## src/rtl/adder_bist_ctrl.sv

```systemverilog
// ============================================================================
//  Module      : adder_bist_ctrl
//  Description : Built-in self-test controller for an N-bit ripple adder.
//                An LFSR generates operand/carry patterns and a MISR compacts
//                the adder's results into a signature for the pass/fail check.
//  Revision    : 1.0 - initial release
// ============================================================================
`default_nettype none

module adder_bist_ctrl #(
    parameter int           N          = 16,
    parameter int           PATTERNS   = 256,
    parameter logic [2*N:0] LFSR_TAPS  = 33'h1_0008_0000,
    parameter logic [2*N:0] LFSR_SEED  = 33'h0_0000_0001,
    parameter logic [N:0]   MISR_TAPS  = 17'h1_2000,
    parameter logic [N:0]   GOLDEN_SIG = 17'h0_0000
) (
    input  logic         clk,
    input  logic         rst,
    input  logic         bist_start,
    input  logic         bist_abort,
    output logic [N-1:0] test_a,
    output logic [N-1:0] test_b,
    output logic         test_cin,
    output logic         test_sel,
    input  logic [N-1:0] dut_sum,
    input  logic         dut_cout,
    output logic         bist_busy,
    output logic         bist_done,
    output logic         bist_pass,
    output logic [N:0]   signature
);

    localparam int c_cnt_w = (PATTERNS > 1) ? $clog2(PATTERNS) : 1;

    localparam logic [c_cnt_w-1:0] c_last_cnt = c_cnt_w'(PATTERNS - 1);

    // An all-zero seed would lock the LFSR, so it is replaced by 1.
    localparam logic [2*N:0] c_seed =
        (LFSR_SEED == '0) ? {{(2*N){1'b0}}, 1'b1} : LFSR_SEED;

    localparam logic [1:0] c_st_idle = 2'd0;
    localparam logic [1:0] c_st_run  = 2'd1;
    localparam logic [1:0] c_st_done = 2'd2;

    logic [1:0]         r_state;
    logic               r_start_q;
    logic [2*N:0]       r_lfsr;
    logic [N:0]         r_misr;
    logic [c_cnt_w-1:0] r_count;
    logic               r_sel;
    logic               r_busy;
    logic               r_done;
    logic               r_pass;

    logic               w_start_pulse;
    logic               w_run;
    logic [2*N:0]       w_lfsr_next;
    logic [N:0]         w_misr_next;

    assign w_start_pulse = bist_start & ~r_start_q;
    assign w_run         = (r_state == c_st_run);

    assign w_lfsr_next = (r_lfsr >> 1) ^ (r_lfsr[0] ? LFSR_TAPS : '0);
    assign w_misr_next = (r_misr >> 1) ^ (r_misr[0] ? MISR_TAPS : '0)
                       ^ {dut_cout, dut_sum};

    // The adder is combinational, so the current pattern is captured every RUN cycle.
    assign test_a    = w_run ? r_lfsr[N-1:0]   : '0;
    assign test_b    = w_run ? r_lfsr[2*N-1:N] : '0;
    assign test_cin  = w_run ? r_lfsr[2*N]     : 1'b0;
    assign test_sel  = r_sel;
    assign bist_busy = r_busy;
    assign bist_done = r_done;
    assign bist_pass = r_pass;
    assign signature = r_misr;

    always_ff @(posedge clk or posedge rst) begin
        if (rst) begin
            r_state   <= c_st_idle;
            r_start_q <= 1'b0;
            r_lfsr    <= '0;
            r_misr    <= '0;
            r_count   <= '0;
            r_sel     <= 1'b0;
            r_busy    <= 1'b0;
            r_done    <= 1'b0;
            r_pass    <= 1'b0;
        end else begin
            r_start_q <= bist_start;
            if (bist_abort) begin
                // LFSR and MISR are left untouched so they can be inspected.
                r_state <= c_st_idle;
                r_sel   <= 1'b0;
                r_busy  <= 1'b0;
                r_done  <= 1'b0;
                r_pass  <= 1'b0;
            end else begin
                case (r_state)
                    c_st_idle, c_st_done: begin
                        if (w_start_pulse) begin
                            r_state <= c_st_run;
                            r_lfsr  <= c_seed;
                            r_misr  <= '0;
                            r_count <= '0;
                            r_sel   <= 1'b1;
                            r_busy  <= 1'b1;
                            r_done  <= 1'b0;
                            r_pass  <= 1'b0;
                        end
                    end
                    c_st_run: begin
                        r_misr  <= w_misr_next;
                        r_lfsr  <= w_lfsr_next;
                        r_count <= r_count + 1'b1;
                        if (r_count == c_last_cnt) begin
                            r_state <= c_st_done;
                            r_sel   <= 1'b0;
                            r_busy  <= 1'b0;
                            r_done  <= 1'b1;
                            r_pass  <= (w_misr_next == GOLDEN_SIG);
                        end
                    end
                    default: begin
                        r_state <= c_st_idle;
                        r_sel   <= 1'b0;
                        r_busy  <= 1'b0;
                        r_done  <= 1'b0;
                        r_pass  <= 1'b0;
                    end
                endcase
            end
        end
    end

endmodule

`default_nettype wire

```

## config.mk

```make
export PLATFORM = sky130hd
export DESIGN_NAME = adder_bist_ctrl
export DESIGN_NICKNAME = d
export VERILOG_FILES = /design/src/rtl/adder_bist_ctrl.sv
export SDC_FILE = /design/constraint.sdc
export NUM_CORES = 1
export LEC_CHECK = 0
export ABC_AREA = 1
export CAP_MARGIN = 20
export CORE_UTILIZATION = 35
export CTS_CLUSTER_DIAMETER = 80
export CTS_CLUSTER_SIZE = 30
export DETAILED_ROUTE_END_ITERATION = 8
export PLACE_DENSITY = 0.71
export SLEW_MARGIN = 25
export SYNTH_ARGS = -nofsm -noshare
export SYNTH_HDL_FRONTEND = slang
export SYNTH_SLANG_ARGS = --single-unit
```

## constraint.sdc

```tcl
create_clock -name clk -period 3.45 [get_ports clk]
set_input_delay 0.5175 -clock clk [delete_from_list [all_inputs] [get_ports clk]]
set_output_delay 0.5175 -clock clk [all_outputs]
set_load 0.01 [all_outputs]
```

# Word-level counts from Yosys, hierarchy flattened
# Index checks and enable logic that the tools add are counted.
[word_totals]
register_bits = 64
in_bits = 21
out_inout_bits = 54
elab_cells = 53
[op_classes]
addsub = 1
n_eq_ne = 6
muxes = 26
bitwise_logic = 6
reduce_logical = 6
[ops]
columns = ["cell", "n"]
rows = [
  ["$mux W33", 2],
  ["$pmux W33 S2", 1],
  ["$mux W17", 2],
  ["$pmux W17 S2", 1],
  ["$xor A32 B33 Y33", 1],
  ["$mux W16", 2],
  ["$logic_not A17 Y1", 1],
  ["$xor A16 B17 Y17", 1],
  ["$xor A17 B17 Y17", 1],
  ["$pmux W8 S2", 1],
  ["$mux W1", 9],
  ["$add A8 B1 Y8 const B", 1],
  ["$eq A8 B8 Y1 const B", 1],
  ["$mux W8", 1],
  ["$mux W2", 3],
  ["$pmux W1 S2", 3],
  ["$pmux W2 S2", 1],
  ["$ne A3 B2 Y1 const B", 1],
  ["$ne A3 B3 Y1 const B", 1],
  ["$reduce_and A3 Y1", 1],
  ["$eq A2 B1 Y1 const B", 1],
  ["$eq A2 B2 Y1 const B", 1],
  ["$logic_not A2 Y1", 1],
  ["$ne A2 B2 Y1 const B", 1],
  ["5 further kinds", 6],
]

# Depth between registers and ports, before layout
[logic_depth]
word_depth = 7
depth_mapped = 9
mapped_depth_nobuf = 9

# Worst setup path before layout
# OpenSTA, ideal clock, no wires.
[synth_timing]
path_type = "register -> output"
start = "register, netlist name bist_done"
end = "output test_a[0]"
arrival_time_ns = 0.954
required_time_ns = 2.932
slack_ns = 1.979
stages_incl_launch_ff = 5
n_path_buf = 1
cell_sequence = "dfrtp_1 -> inv_1 -> nand2_2 -> buf_2 -> nor2_1"
[synth_lines]
columns = ["item", "line_no", "source"]
rows = [
  ["end, declared", "22", "output logic [N-1:0] test_a,"],
]

==> impl_metrics.yaml <==
status:
  status: "completed"
logic_synthesis:
  syn_area_um2: 3050
  synth.avg_cell_area_um2: 7.75
  synth_cell_types: 25
  syn_nets: 415
  syn_inst: 393
  ys_warn_count: 0
  synth_top_flop_cell: "dfrtp_1"
  synth_edf_count: 0
  yosysSeqAreaShare: 0.518
  synthArstFlopShare: 1.00
  ys_ff_latch: 63
critical_path:
  ff2ff_setup_slack_ns: 0.92
  worst_setup_path_start_kind: "flop"
  crit_required_ns: 2.93
  path_max_fanout: 35
  r2r-start: "bist_done$_DFFE_PP0P_"
  crit_path_end_kind: "primary output"
  rr_worst_depth: 8
  rr_endpoint: "r_count[6]$_DFFE_PP0P_"
  crit_arrival_ns: 2.10
  path_class: "flop to primary output"
global_routing:
  grt_pass1_vias: 2519
  grt_pass1_wl_um: 11500
  grt_antenna_before_repair: 0
  grt_max_degree: 81
  track_usage: 0.165
  grt_overflow: 0
cts:
  post-cts-setup-buffers: 0
  clkLatencyLatePin_ns: 0.33
  clk_pin_slew_worst_paths_ns: 0.07
  cts_resized: 0
  cts_buffer_depth: 2
  root_buffer: "clkbuf_8"
  cts-htree-levels: 3
  cts_tree: "yes"
  numClockSinks: 63
  ctsHoldBuffers: 0
  cts_buffers: 9
worst_hold_path:
  hp-class: "flop to flop"
  min_to: "bist_pass$_DFFE_PP0P_"
  holdPathStages: 2
  holdCritStartpoint: "bist_pass$_DFFE_PP0P_"
die:
  die_area_um2: 9080
  io_pins: 75
  start_util: 0.367
  row_count: 33
  die_h_um: 95.3
  coreArea_um2: 8300
  die_w_um: 95.3
drt:
  vias: 2632
  wl_um: 7020
  via_per_inst: 4.58
  dr.pass1.iters: 4
  drt_iter0_drc: 223
  drcViolationCount: 0
  antenna_left: 0
  wl_per_cell_um: 12.2
finish:
  antennaDiodeCount: 0
  layout_common_cells: "nand2_1 (102), clkdlybuf4s50_1 (74), inv_1 (66)"
  drive_gt1_frac: 0.0553
  layout_commonest_cell: "nand2_1"
  nNetsFinal: 487
  utilization: 0.484
  fillerInstances: 805
  syn_to_final_growth_pct: 31.9
power:
  cellLeakagePower_nw: 1.80
  intPower_mw: 1.30
  swShare: 0.303
  powerDensity_nw_per_um2: 465
  comb_power_share: 0.227
  clkPwrFrac: 0.306
  p_sw_mw: 0.566
  peakVddDrop_v: 0.000181
  p_seq_frac: 0.467
sta:
  relSlewSlack: 0.541
  setup_tns_ns: 0
  rsz0062_at_grt: "false"
  finalMaxSlewViolations: 0
  finalSetupViolations: 0
  fin_crit_sh: 0.759
  max_freq_ghz: 0.382
  hold_viol_final: 0
  fin_crit_ns: 2.62
  tightest_slew_ns: 0.686
  fin_skew_ns: 0.00983
placement:
  hpwl_um: 4880
  numPortBuffers: 74
  gp_congestion: 0.794
job:
  cap_violations: 0
==> worst max-delay path by stage <==
stage,end,cells past startpoint,start,slack [ns]
floorplan,bist_busy$_DFFE_PP0P_,1,rst,1.36
global placement,r_count[6]$_DFFE_PP0P_,7,bist_abort,0.94
detailed placement,r_count[6]$_DFFE_PP0P_,7,bist_abort,0.91
CTS,test_b[2],4,bist_done$_DFFE_PP0P_,0.80
global route,r_count[6]$_DFFE_PP0P_,8,bist_done$_DFFE_PP0P_,0.61
finish,test_b[3],4,bist_done$_DFFE_PP0P_,0.83
==> power groups by stage <==
stage / registers (mW) / clock network, mW / logic [mW]
4_1_cts: 0.873 / 0.585 / 0.427
2_1_floorplan: 0.900 / 0 / 0.215
3_3_place_gp: 0.884 / 0 / 0.415
5_1_grt: 0.884 / 0.619 / 0.468
3_5_place_dp: 0.886 / 0 / 0.423
6_report: 0.873 / 0.573 / 0.424
==> kinds of logic after synthesis <==
kind of cell,count (synthesis),share of synthesized area
adders and majority gates,1,0.00411
DFF,63,0.518
AOI/OAI and AO/OA,59,0.104
and+or+nand+nor,178,0.237
xor gates and xnor gates,7,0.0201
buffers and inverters,85,0.116
==> per-layer routing <==
| layer | vias to the layer above | GRT usage | wire length (um) |
|---|---|---|---|
| met3 | 6 | 0.0470 | 416 |
| li1 | 1335 | - | - |
| met1 | 1226 | 0.227 | 3420 |
| met2 | 65 | 0.254 | 3130 |
| met4 | 0 | 0.0417 | 55 |
| met5 | - | 0 | 0 |
==> state kept, by name, indices dropped and copies added, names as in the netlist <==
name / flops
r_start_q: 1
bist_pass: 1
r_lfsr: 33
bist_busy: 1
signature: 17
bist_done: 1
r_state: 1
r_count: 8
==> worst max-delay path: stages, from the launching register on <==
cell and delay [ns]:
dfrtp_1 0.40, inv_1 0.07, nand2_2 0.37, nor2_1 0.34
clkdlybuf4s50_1 0.59
==> synth_stat cells (3+ instances only) <==
| library cell | n | area, um2 |
|---|---|---|
| nand3_1 | 7 | 35.0 |
| nor3_1 | 6 | 30.0 |
| xor2_1 | 6 | 52.6 |
| a22o_1 | 4 | 35.0 |
| inv_2 | 3 | 11.3 |
| buf_2 | 10 | 50.1 |
| a21oi_1 | 3 | 15.0 |
| inv_1 | 67 | 251 |
| nor2_1 | 55 | 206 |
| buf_4 | 4 | 30.0 |
| dfrtp_1 | 63 | 1580 |
| o21ai_0 | 48 | 240 |
| nand2_1 | 102 | 383 |
==> area by class of cell <==
cell class | instances | area (um2) | share of cell area
Multi-Input combinational cell | 245 | 1110 | 0.277
Clock buffer | 13 | 159 | 0.0396
Tap cell | 105 | 131 | 0.0327
Clock inverter | 3 | 17.5 | 0.00436
Inverter | 70 | 263 | 0.0654
Sequential cell | 63 | 1580 | 0.392
Timing Repair Buffer | 76 | 756 | 0.188
==> metrics by stage <==
step	area [um2]	instances	hold slack [ns]	power (mW)	setup WS (ns)
floorplan	3050	393	0.487	1.11	1.36
global placement	3840	559	0.470	1.30	0.940
detailed placement	3840	559	0.485	1.31	0.913
CTS	4020	575	0.500	1.88	0.795
global route	4020	575	0.521	1.97	0.610
finish	4020	575	0.488	1.87	0.832
Note: power is estimated with default switching activity, not from simulation.
